`config.mk`:
```
export PLATFORM = sky130hd
export DESIGN_NAME = uart_rx_fifo
export DESIGN_NICKNAME = d
export VERILOG_FILES = /design/src/rtl/uart_rx_fifo.sv
export SDC_FILE = /design/constraint.sdc
export NUM_CORES = 1
export LEC_CHECK = 0
export BUFFER_PORTS_ARGS = -buffer_cell sky130_fd_sc_hd__buf_4
export CAP_MARGIN = 0
export CORE_MARGIN = 5
export CORE_UTILIZATION = 55
export CTS_CLUSTER_DIAMETER = 100
export DETAILED_ROUTE_END_ITERATION = 8
export PLACE_DENSITY = 0.8
export SYNTH_ARGS = -nofsm -noshare
export SYNTH_HDL_FRONTEND = slang
export SYNTH_SLANG_ARGS = --single-unit
export TNS_END_PERCENT = 50
```
`constraint.sdc`:
```
create_clock -name sysclk -period 4.97 [get_ports sysclk]
set_input_delay 0.497 -clock sysclk [delete_from_list [all_inputs] [get_ports sysclk]]
set_output_delay 0.497 -clock sysclk [all_outputs]
set_load 0.02 [all_outputs]
```
`src/rtl/uart_rx_fifo.sv`:
```
// 8N1 UART receiver with a small byte FIFO behind a memory-mapped register window.
// The synchronizer, receiver FSM, FIFO, status flags and irq all run on sysclk.
module uart_rx_fifo #(
   parameter int CLKS_PER_BIT = 5208,
   parameter int FIFO_DEPTH   = 4
) (
   input  logic        sysclk,
   input  logic        reset,
   input  logic        rx,
   input  logic        rd,
   input  logic        wr,
   input  logic [3:0]  addr,
   input  logic [31:0] wdata,
   output logic [31:0] rdata,
   output logic        irq
);

   localparam int CW = $clog2(CLKS_PER_BIT);
   localparam int AW = $clog2(FIFO_DEPTH);
   localparam logic [CW-1:0] HALF_CNT  = CW'(CLKS_PER_BIT / 2 - 1);
   localparam logic [CW-1:0] LAST_CNT  = CW'(CLKS_PER_BIT - 1);
   localparam logic [AW:0]   DEPTH_CNT = (AW + 1)'(FIFO_DEPTH);

   typedef enum logic [2:0] {IDLE, START, DATA, STOP, WAITHI} rx_state_t;

   rx_state_t      state, state_n;
   logic [CW-1:0]  cnt, cnt_n;
   logic [2:0]     idx, idx_n;
   logic [7:0]     shreg, shreg_n;
   logic           stop_ok, frame_set;
   logic           rx_meta, rx_s;

   logic [7:0]     mem [FIFO_DEPTH];
   logic [AW-1:0]  wptr, rptr;
   logic [AW:0]    count;
   logic           rd_q, wr_q;
   logic           overrun, frame_err, rx_ie;
   logic           nonempty, full, pop, push, accept, overrun_set;
   logic           status_wr, ctrl_wr;
   logic           unused_wdata;

   assign unused_wdata = ^wdata[31:3];

   always_ff @(posedge sysclk or posedge reset) begin
      if (reset) begin
         rx_meta <= 1'b1;
         rx_s    <= 1'b1;
      end else begin
         rx_meta <= rx;
         rx_s    <= rx_meta;
      end
   end

   always_ff @(posedge sysclk or posedge reset) begin
      if (reset) begin
         state <= IDLE;
         cnt   <= '0;
         idx   <= '0;
         shreg <= '0;
      end else begin
         state <= state_n;
         cnt   <= cnt_n;
         idx   <= idx_n;
         shreg <= shreg_n;
      end
   end

   // Start is checked mid-bit; data and stop bits are sampled a full bit period apart.
   always_comb begin
      state_n   = state;
      cnt_n     = cnt + 1'b1;
      idx_n     = idx;
      shreg_n   = shreg;
      stop_ok   = 1'b0;
      frame_set = 1'b0;
      case (state)
         IDLE: begin
            cnt_n = '0;
            if (!rx_s) state_n = START;
         end
         START: begin
            if (cnt == HALF_CNT) begin
               cnt_n   = '0;
               idx_n   = '0;
               state_n = rx_s ? IDLE : DATA;
            end
         end
         DATA: begin
            if (cnt == LAST_CNT) begin
               shreg_n = {rx_s, shreg[7:1]};
               cnt_n   = '0;
               idx_n   = idx + 3'd1;
               if (idx == 3'd7) state_n = STOP;
            end
         end
         STOP: begin
            if (cnt == LAST_CNT) begin
               cnt_n = '0;
               if (rx_s) begin
                  stop_ok = 1'b1;
                  state_n = IDLE;
               end else begin
                  frame_set = 1'b1;
                  state_n   = WAITHI;
               end
            end
         end
         WAITHI: begin
            cnt_n = '0;
            if (rx_s) state_n = IDLE;
         end
         default: state_n = IDLE;
      endcase
   end

   assign nonempty    = (count != '0);
   assign full        = (count == DEPTH_CNT);
   assign pop         = rd & ~rd_q & (addr == 4'h0) & nonempty;
   // A same-edge pop frees a slot, so a full FIFO can still take the byte.
   assign accept      = ~full | pop;
   assign push        = stop_ok & accept;
   assign overrun_set = stop_ok & ~accept;
   assign status_wr   = wr & ~wr_q & (addr == 4'h4);
   assign ctrl_wr     = wr & ~wr_q & (addr == 4'h8);

   always_ff @(posedge sysclk) begin
      if (push) mem[wptr] <= shreg;
   end

   always_ff @(posedge sysclk or posedge reset) begin
      if (reset) begin
         wptr      <= '0;
         rptr      <= '0;
         count     <= '0;
         rd_q      <= 1'b0;
         wr_q      <= 1'b0;
         overrun   <= 1'b0;
         frame_err <= 1'b0;
         rx_ie     <= 1'b0;
         irq       <= 1'b0;
      end else begin
         rd_q <= rd;
         wr_q <= wr;
         if (push) wptr <= wptr + 1'b1;
         if (pop)  rptr <= rptr + 1'b1;
         if (push && !pop)      count <= count + 1'b1;
         else if (pop && !push) count <= count - 1'b1;
         overrun   <= overrun_set | (overrun & ~(status_wr & wdata[2]));
         frame_err <= frame_set | (frame_err & ~(status_wr & wdata[1]));
         if (ctrl_wr) rx_ie <= wdata[0];
         irq <= rx_ie & (nonempty | overrun | frame_err);
      end
   end

   always_comb begin
      rdata = '0;
      case (addr)
         4'h0: if (nonempty) rdata = {24'd0, mem[rptr]};
         4'h4: rdata = {27'd0, full, overrun, frame_err, full, nonempty};
         4'h8: rdata = {31'd0, rx_ie};
         default: rdata = '0;
      endcase
   end

endmodule

```
# After elaboration in Yosys (flattened, before gate mapping)
# Memory sizes are Yosys's and may differ from the RTL's.
# Index checks and enable logic that the tools add are counted.
[op_classes] n_bitwise=24 mux=27 addsub=6 reduce_logical=14 n_eq_ne=16
[op_table] op="case mux 32 bit (3 select lines)" n=1
[op_table] op="case mux 13 bit (3 select lines)" n=1
[op_table] op="2-to-1 mux 3 bit" n=11
[op_table] op="2-to-1 mux 13 bit" n=2
[op_table] op="case mux 3 bit (5 select lines)" n=1
[op_table] op="adder 13 x 1 -> 13 bit, second input constant" n=1
[op_table] op="AND 1 bit" n=13
[op_table] op="equality test 13 x 12 -> 1 bit, second input constant" n=1
[op_table] op="equality test 13 bit, second input constant" n=1
[op_table] op="inequality test 2 bit, second input constant" n=6
[op_table] op="equality test 3 bit, second input constant" n=3
[op_table] op="2-to-1 mux 1 bit" n=8
[op_table] op="2-to-1 mux 8 bit" n=1
[op_table] op="adder 3 x 1 -> 3 bit, second input constant" n=2
[op_table] op="equality test 3 x 2 -> 1 bit, second input constant" n=2
[op_table] op="NOT 1 bit" n=6
[op_table] op="case mux 3 bit (2 select lines)" n=1
[op_table] op="AND reduction 6 bit" n=1
[op_table] op="bitwise OR 1 bit" n=5
[op_table] op="adder 2 x 1 -> 2 bit, second input constant" n=2
[op_table] op="equality test 4 x 3 -> 1 bit, second input constant" n=1
[op_table] op="equality test 4 bit, second input constant" n=1
[op_table] op="logical NOT 4 bit" n=1
[op_table] op="nonzero test 2 bit" n=2
[op_table] op="10 further kinds" n=13
[totals] word_cells=103 out_inout_bits=33 in_bits=41 ram_bits=32 n_memories=1 register_bits=42
[memory_table] name="mem" depth=4 width=8 rd=1 rd_clocked_by_memory_dff=0 write_ports=1 line_no="33" rtl="logic [7:0] mem [FIFO_DEPTH];"

# Logic depth before layout (Yosys ltp)
[logic_depth] ltp_word=10 ltp_mapped=10

# Worst setup path after synthesis
# No wires, ideal clock.
[synth_path] path_type="flip-flop to flip-flop" start="reg cnt[0]" end="reg count[2]" setup_ns=0.079 arrival_ns=2.461 stages_incl_launch_ff=11 setup_slack_ns=2.430 n_path_buf=0 period_less_slack_ns=2.540 path_cell_list="dfrtp_1 > ha_1 > nor4b_4 > nand4_1 > a211oi_4 > ha_1 > inv_1 > fa_1 > xor2_1 > nor2_1 > xor2_1"
[synth_via] elab_chain_len=7
[synth_rtl] element="from (decl)" line_no="27" rtl="logic [CW-1:0] cnt, cnt_n;"
[synth_rtl] element="from (signal assigned)" line_no="62" rtl="cnt <= cnt_n;"
[synth_rtl] element="equality test 13 bit *" line_no="97" rtl="if (cnt == LAST_CNT) begin"
[synth_rtl] element="2-to-1 mux 1 bit *" line_no="97"
[synth_rtl] element="2-to-1 mux 1 bit *" line_no="76" rtl="case (state)"
[synth_rtl] element="AND 1 bit *" line_no="121" rtl="assign push = stop_ok & accept;"
[synth_rtl] element="net push" line_no="38" rtl="logic nonempty, full, pop, push, accept, overrun_set;"
[synth_rtl] element="logical NOT 1 bit" line_no="147" rtl="else if (pop && !push) count <= count - 1'b1;"
[synth_rtl] element="logical AND 1 bit" line_no="147"
[synth_rtl] element="nonzero test 2 bit (no source line)"
[synth_rtl] element="to (signal assigned)" line_no="146" rtl="if (push && !pop) count <= count + 1'b1;"
[synth_rtl] element="to (signal assigned)" line_no="147"
[synth_rtl] element="to (decl)" line_no="35" rtl="logic [AW:0] count;"
# Mark *: on every way through the listed nets, which the timed path passes. The rest lies on a longest branch.
# A chain may end at the register's enable or synchronous reset.

# Worst setup path after layout
# Same ends and word-level chain as after synthesis.

==> flow_results.org <==
** Clock network
- Cts-stage hold buffer count :: 0
- The cell sitting at the root of the clock tree is a clkbuf_8.
- Clock sink count :: 74
- Clock Path Buffers :: 2
- Num CTS Buffers :: 9
- The clock reaches the later pin of the worst-skew pair after approximately 0.34 ns.
- Number of buffers inserted to repair setup after CTS :: 0
- After clock tree synthesis, the clock-pin slew on the worst setup and hold paths is about 0.08 ns.
- TritonCTS built the clock tree.
- Once the clock tree was built, the resizer swapped 0 gates to a different size.
- The clock tree synthesis step divided the H-tree into 3 levels.

** Min path
- Worst hold endpoint :: rd_q
- The path class of the tightest hold or removal check is input port to flop.
- Worst hold path cell count :: 1
- Hold Path Origin :: rd

** Logic synthesis
- For this run, the register share of the synthesized area comes to 0.5713.
- After synthesis, the cell types taking the most area are dfrtp_1 28%, edfxtp_1 27%, buf_4 5.1%.
- The share of the synthesized area in compound gates (AO/OA/AOI/OAI) came to 0.03833.
- Number of storage elements in the synthesis netlist :: 74
- The commonest cells after synthesis are 40 x dfrtp_1, 32 x edfxtp_1, 24 x buf_4, 20 x nor2_1, 18 x nand3_1.
- After synthesis, the share of cell area in mux cells is 0.08730.
- Post-Synth Adder-Cell Area :: 0.03407
- The average instance in the mapped netlist occupies 12.92 um2.
- In the synthesized netlist the async set-or-reset flop fraction comes to 0.5676.
- Unique cell type count in the Yosys netlist :: a little over 50
- Cell area after synthesis :: 3526 um2
- By area, the combinational part of the netlist is dominated by simple AND/OR/NAND/NOR gates.
- Of all cell types, the one taking the most synthesized area is dfrtp_1.
- For this run, the leading register cell type out of synthesis is dfrtp_1.
- The share of synthesized area in the top cell type comes to 0.2839.
- In the post-synthesis netlist, the cell with the most instances is dfrtp_1.
- Synth warnings :: 0
- Xor/xnor cell area share of the yosys netlist :: 0.04223
- Number of synthesized flops with an enable pin :: 32
- Gate count of the mapped netlist :: between 200 and 300
- Of the total synthesized cell area, the portion taken by AND, OR, NAND and NOR gates is 0.1547.

** Drt
- DR iter-0 viols :: 137
- After detailed routing, the number of remaining DRC violations is 0.
- DR vias :: 2074
- Post-route ant nets :: 0
- Mean routed wirelength per cell :: around 16 um
- After detailed routing, the number of vias per cell comes to about 5.5.
- The final layout contains routed wiring with a total length of roughly 6000 um.
- The first TritonRoute pass finished after 4 iterations.

** Floorplan
- Die boundary height :: ~90 um
- Placement row count :: 29
- Effective utilization at floorplan :: 0.5617
- Die Area :: 8112 um2
- 74 I/O pins were placed.
- Chip Width :: 90.07 um
- The total area inside the core boundary comes to 6277 um2.

** Global route
- Global routing finished with a remaining overflow of 0.
- Number of global-route vias before repair :: 2108
- The number of antenna violations at the first check in global routing was 0.
- Across every metal layer, demand over resource in global routing totals 0.1566.
- Entering global routing, the biggest net connects 43 pins.
- The first global-routing pass estimated 10240 um of wire.

** Timing
- After routing, the total negative slack on setup checks comes to 0 ns.
- Final number of hold-violating endpoints :: 0
- Setup Skew :: 0.009904 ns
- Fin. max-slew vios :: 0
- Setup repair after global routing left no endpoint under its margin.
- Final critical-path share of the clock period :: 0.5881
- Final number of setup-violating endpoints :: 0
- Tightest Pin Transition :: 0.9745 ns
- Maximum clock frequency :: between 300 and 400 MHz
- Headroom to the max-slew limit came out at 0.3412.
- Min Tclk post-route :: 2.923 ns
- On the final layout, the worst hold slack is roughly 0.27 ns.

** Power and ir drop
- The worst-case IR drop observed on VDD is 0.2003 mV.
- Summing internal, switching and leakage power gives 0.001351 W.
- Leakage power :: about 1.7 nW
- Power spread over the standard cell area amounts to 348.4 nW/um2.

** Setup path
- The worst setup path is launched from a flop.
- FF-to-FF setup slack :: 2.05 ns
- STA puts the critical path data required time at 5.23 ns.
- Biggest fanout along the worst timing path :: 7
- In this run the critical register-to-register path is launched from cnt[0].
- Cell count of the worst reg-to-reg path :: 10
- Kind of capture point of the worst setup path :: flop
- Capture instance of the worst register-to-register path :: count[2]
- Data arrives at the worst endpoint at 3.19 ns.
- The critical path is of the flop to flop type.
- Worst setup path startpoint :: cnt[0]

** Final layout
- Final-stage net count :: 346
- Count of antenna diodes in the layout :: 0
- Of the cells placed in the final design, the portion with a size suffix greater than 1 is 0.2126.
- Layout overhead on the synthesized area :: 9.936%

** Place
- Detailed placement finished with a half-perimeter wire length of 4223 um.
- Weighted congestion at the end of routability-driven global placement :: roughly 0.79
- Number of I/O port buffers :: 20

** Outcome
- Outcome :: finished, final reports clean

** Run
- The tool flagged a number of max-cap violations equal to 0.
-- through the flow --
stage               cell area [um2]  utilization  setup WS (ns)  std cells
finish                         3876       0.6175          2.047        378
CTS                            3876       0.6175          2.058        378
floorplan                      3612            -          2.430        296
global placement               3642       0.5802          2.077        362
detailed placement             3642       0.5802          2.047        362
global route                   3876       0.6175          1.856        378
-- layout by cell type (no fill, tap or decap), types with 2 or more instances in the layout --
| master | synthesis | layout |
|---|---|---|
| and3_1 | 5 | 5 |
| nand4_1 | 5 | 5 |
| a21oi_1 | 3 | 3 |
| nor4b_1 | 2 | 2 |
| o21ai_0 | 2 | 2 |
| dfstp_2 | 2 | 2 |
| conb_1 | 1 | 24 |
| mux2_2 | 10 | 10 |
| buf_4 | 24 | 21 |
| edfxtp_1 | 32 | 32 |
| ha_1 | 8 | 8 |
| dfrtp_1 | 40 | 40 |
| nor3b_1 | 2 | 2 |
| nor4_1 | 2 | 2 |
| and2_1 | 4 | 4 |
| xnor2_1 | 13 | 13 |
| inv_1 | 7 | 7 |
| nor2b_1 | 5 | 5 |
| xor2_1 | 4 | 4 |
| nor2_1 | 20 | 20 |
| and3b_1 | 2 | 2 |
| bufinv_16 | 0 | 3 |
| clkbuf_8 | 0 | 9 |
| mux4_2 | 8 | 8 |
| nand3_1 | 18 | 18 |
| o211ai_1 | 2 | 2 |
| a22o_1 | 2 | 2 |
| nor3_1 | 5 | 5 |
| nand2_1 | 16 | 16 |
-- how the worst max path moves through the flow --
stage	end	slack, ns	cells after the start
after floorplan	count[2]	2.43	10
after global placement	count[2]	2.08	10
after detailed placement	count[2]	2.05	10
after CTS	count[2]	2.06	10
after global routing	count[2]	1.86	10
final	count[2]	2.05	10
-- state kept, by name, indices dropped and copies added (netlist names) --
register and cells:
frame_err 1, cnt 13, overrun 1, wptr 2, mem 32, rd_q 1
rx_s 1, count 3, rx_meta 1, irq 1, rptr 2, rx_ie 1
state 3, idx 3, shreg 8, wr_q 1
-- layer usage --
layer	wire length [um]	vias up	GRT usage
met2	2861	69	0.2427
met5	0	-	0
li1	-	978	-
met4	129	0	0.07816
met3	397	12	0.03422
met1	2621	1015	0.2082
-- critical path, cell delays in order (launching register included) --
cell,delay (ns)
dfrtp_1,0.41
ha_1,0.29
nor4b_4,0.28
nand4_1,0.28
a211oi_4,0.48
ha_1,0.26
inv_1,0.06
fa_1,0.37
xor2_1,0.17
nor2_1,0.11
xor2_1,0.15
-- cell families (layout without fill, tap and decap cells) --
logic type / Yosys count / after routing
compound gates: 16 / 16
xor+xnor: 17 / 17
fa+ha+maj: 9 / 9
buf+inv: 39 / 44
flops: 74 / 74
mux: 19 / 19
other cells: 1 / 24
simple gates: 98 / 98
-- area by class of cell --
| class | count | area, um2 |
|---|---|---|
| clock inverters | 6 | 106.4 |
| flip-flops and latches | 74 | 2014 |
| well taps | 77 | 96.34 |
| multi-input cells | 183 | 1348 |
| inverters | 7 | 26.28 |
| repair buffers | 21 | 157.7 |
| fillers | 487 | 2401 |
| clock buffers | 10 | 127.6 |
-- power breakdown --
part | internal [W] | switching [W] | leakage, nW
logic | 0.0000541 | 0.0000520 | 0.660
clock network | 0.000331 | 0.000212 | 0.114
registers | 0.000656 | 0.0000457 | 0.921
total | 0.00104 | 0.000310 | 1.69
(Power assumes the default switching activity.)
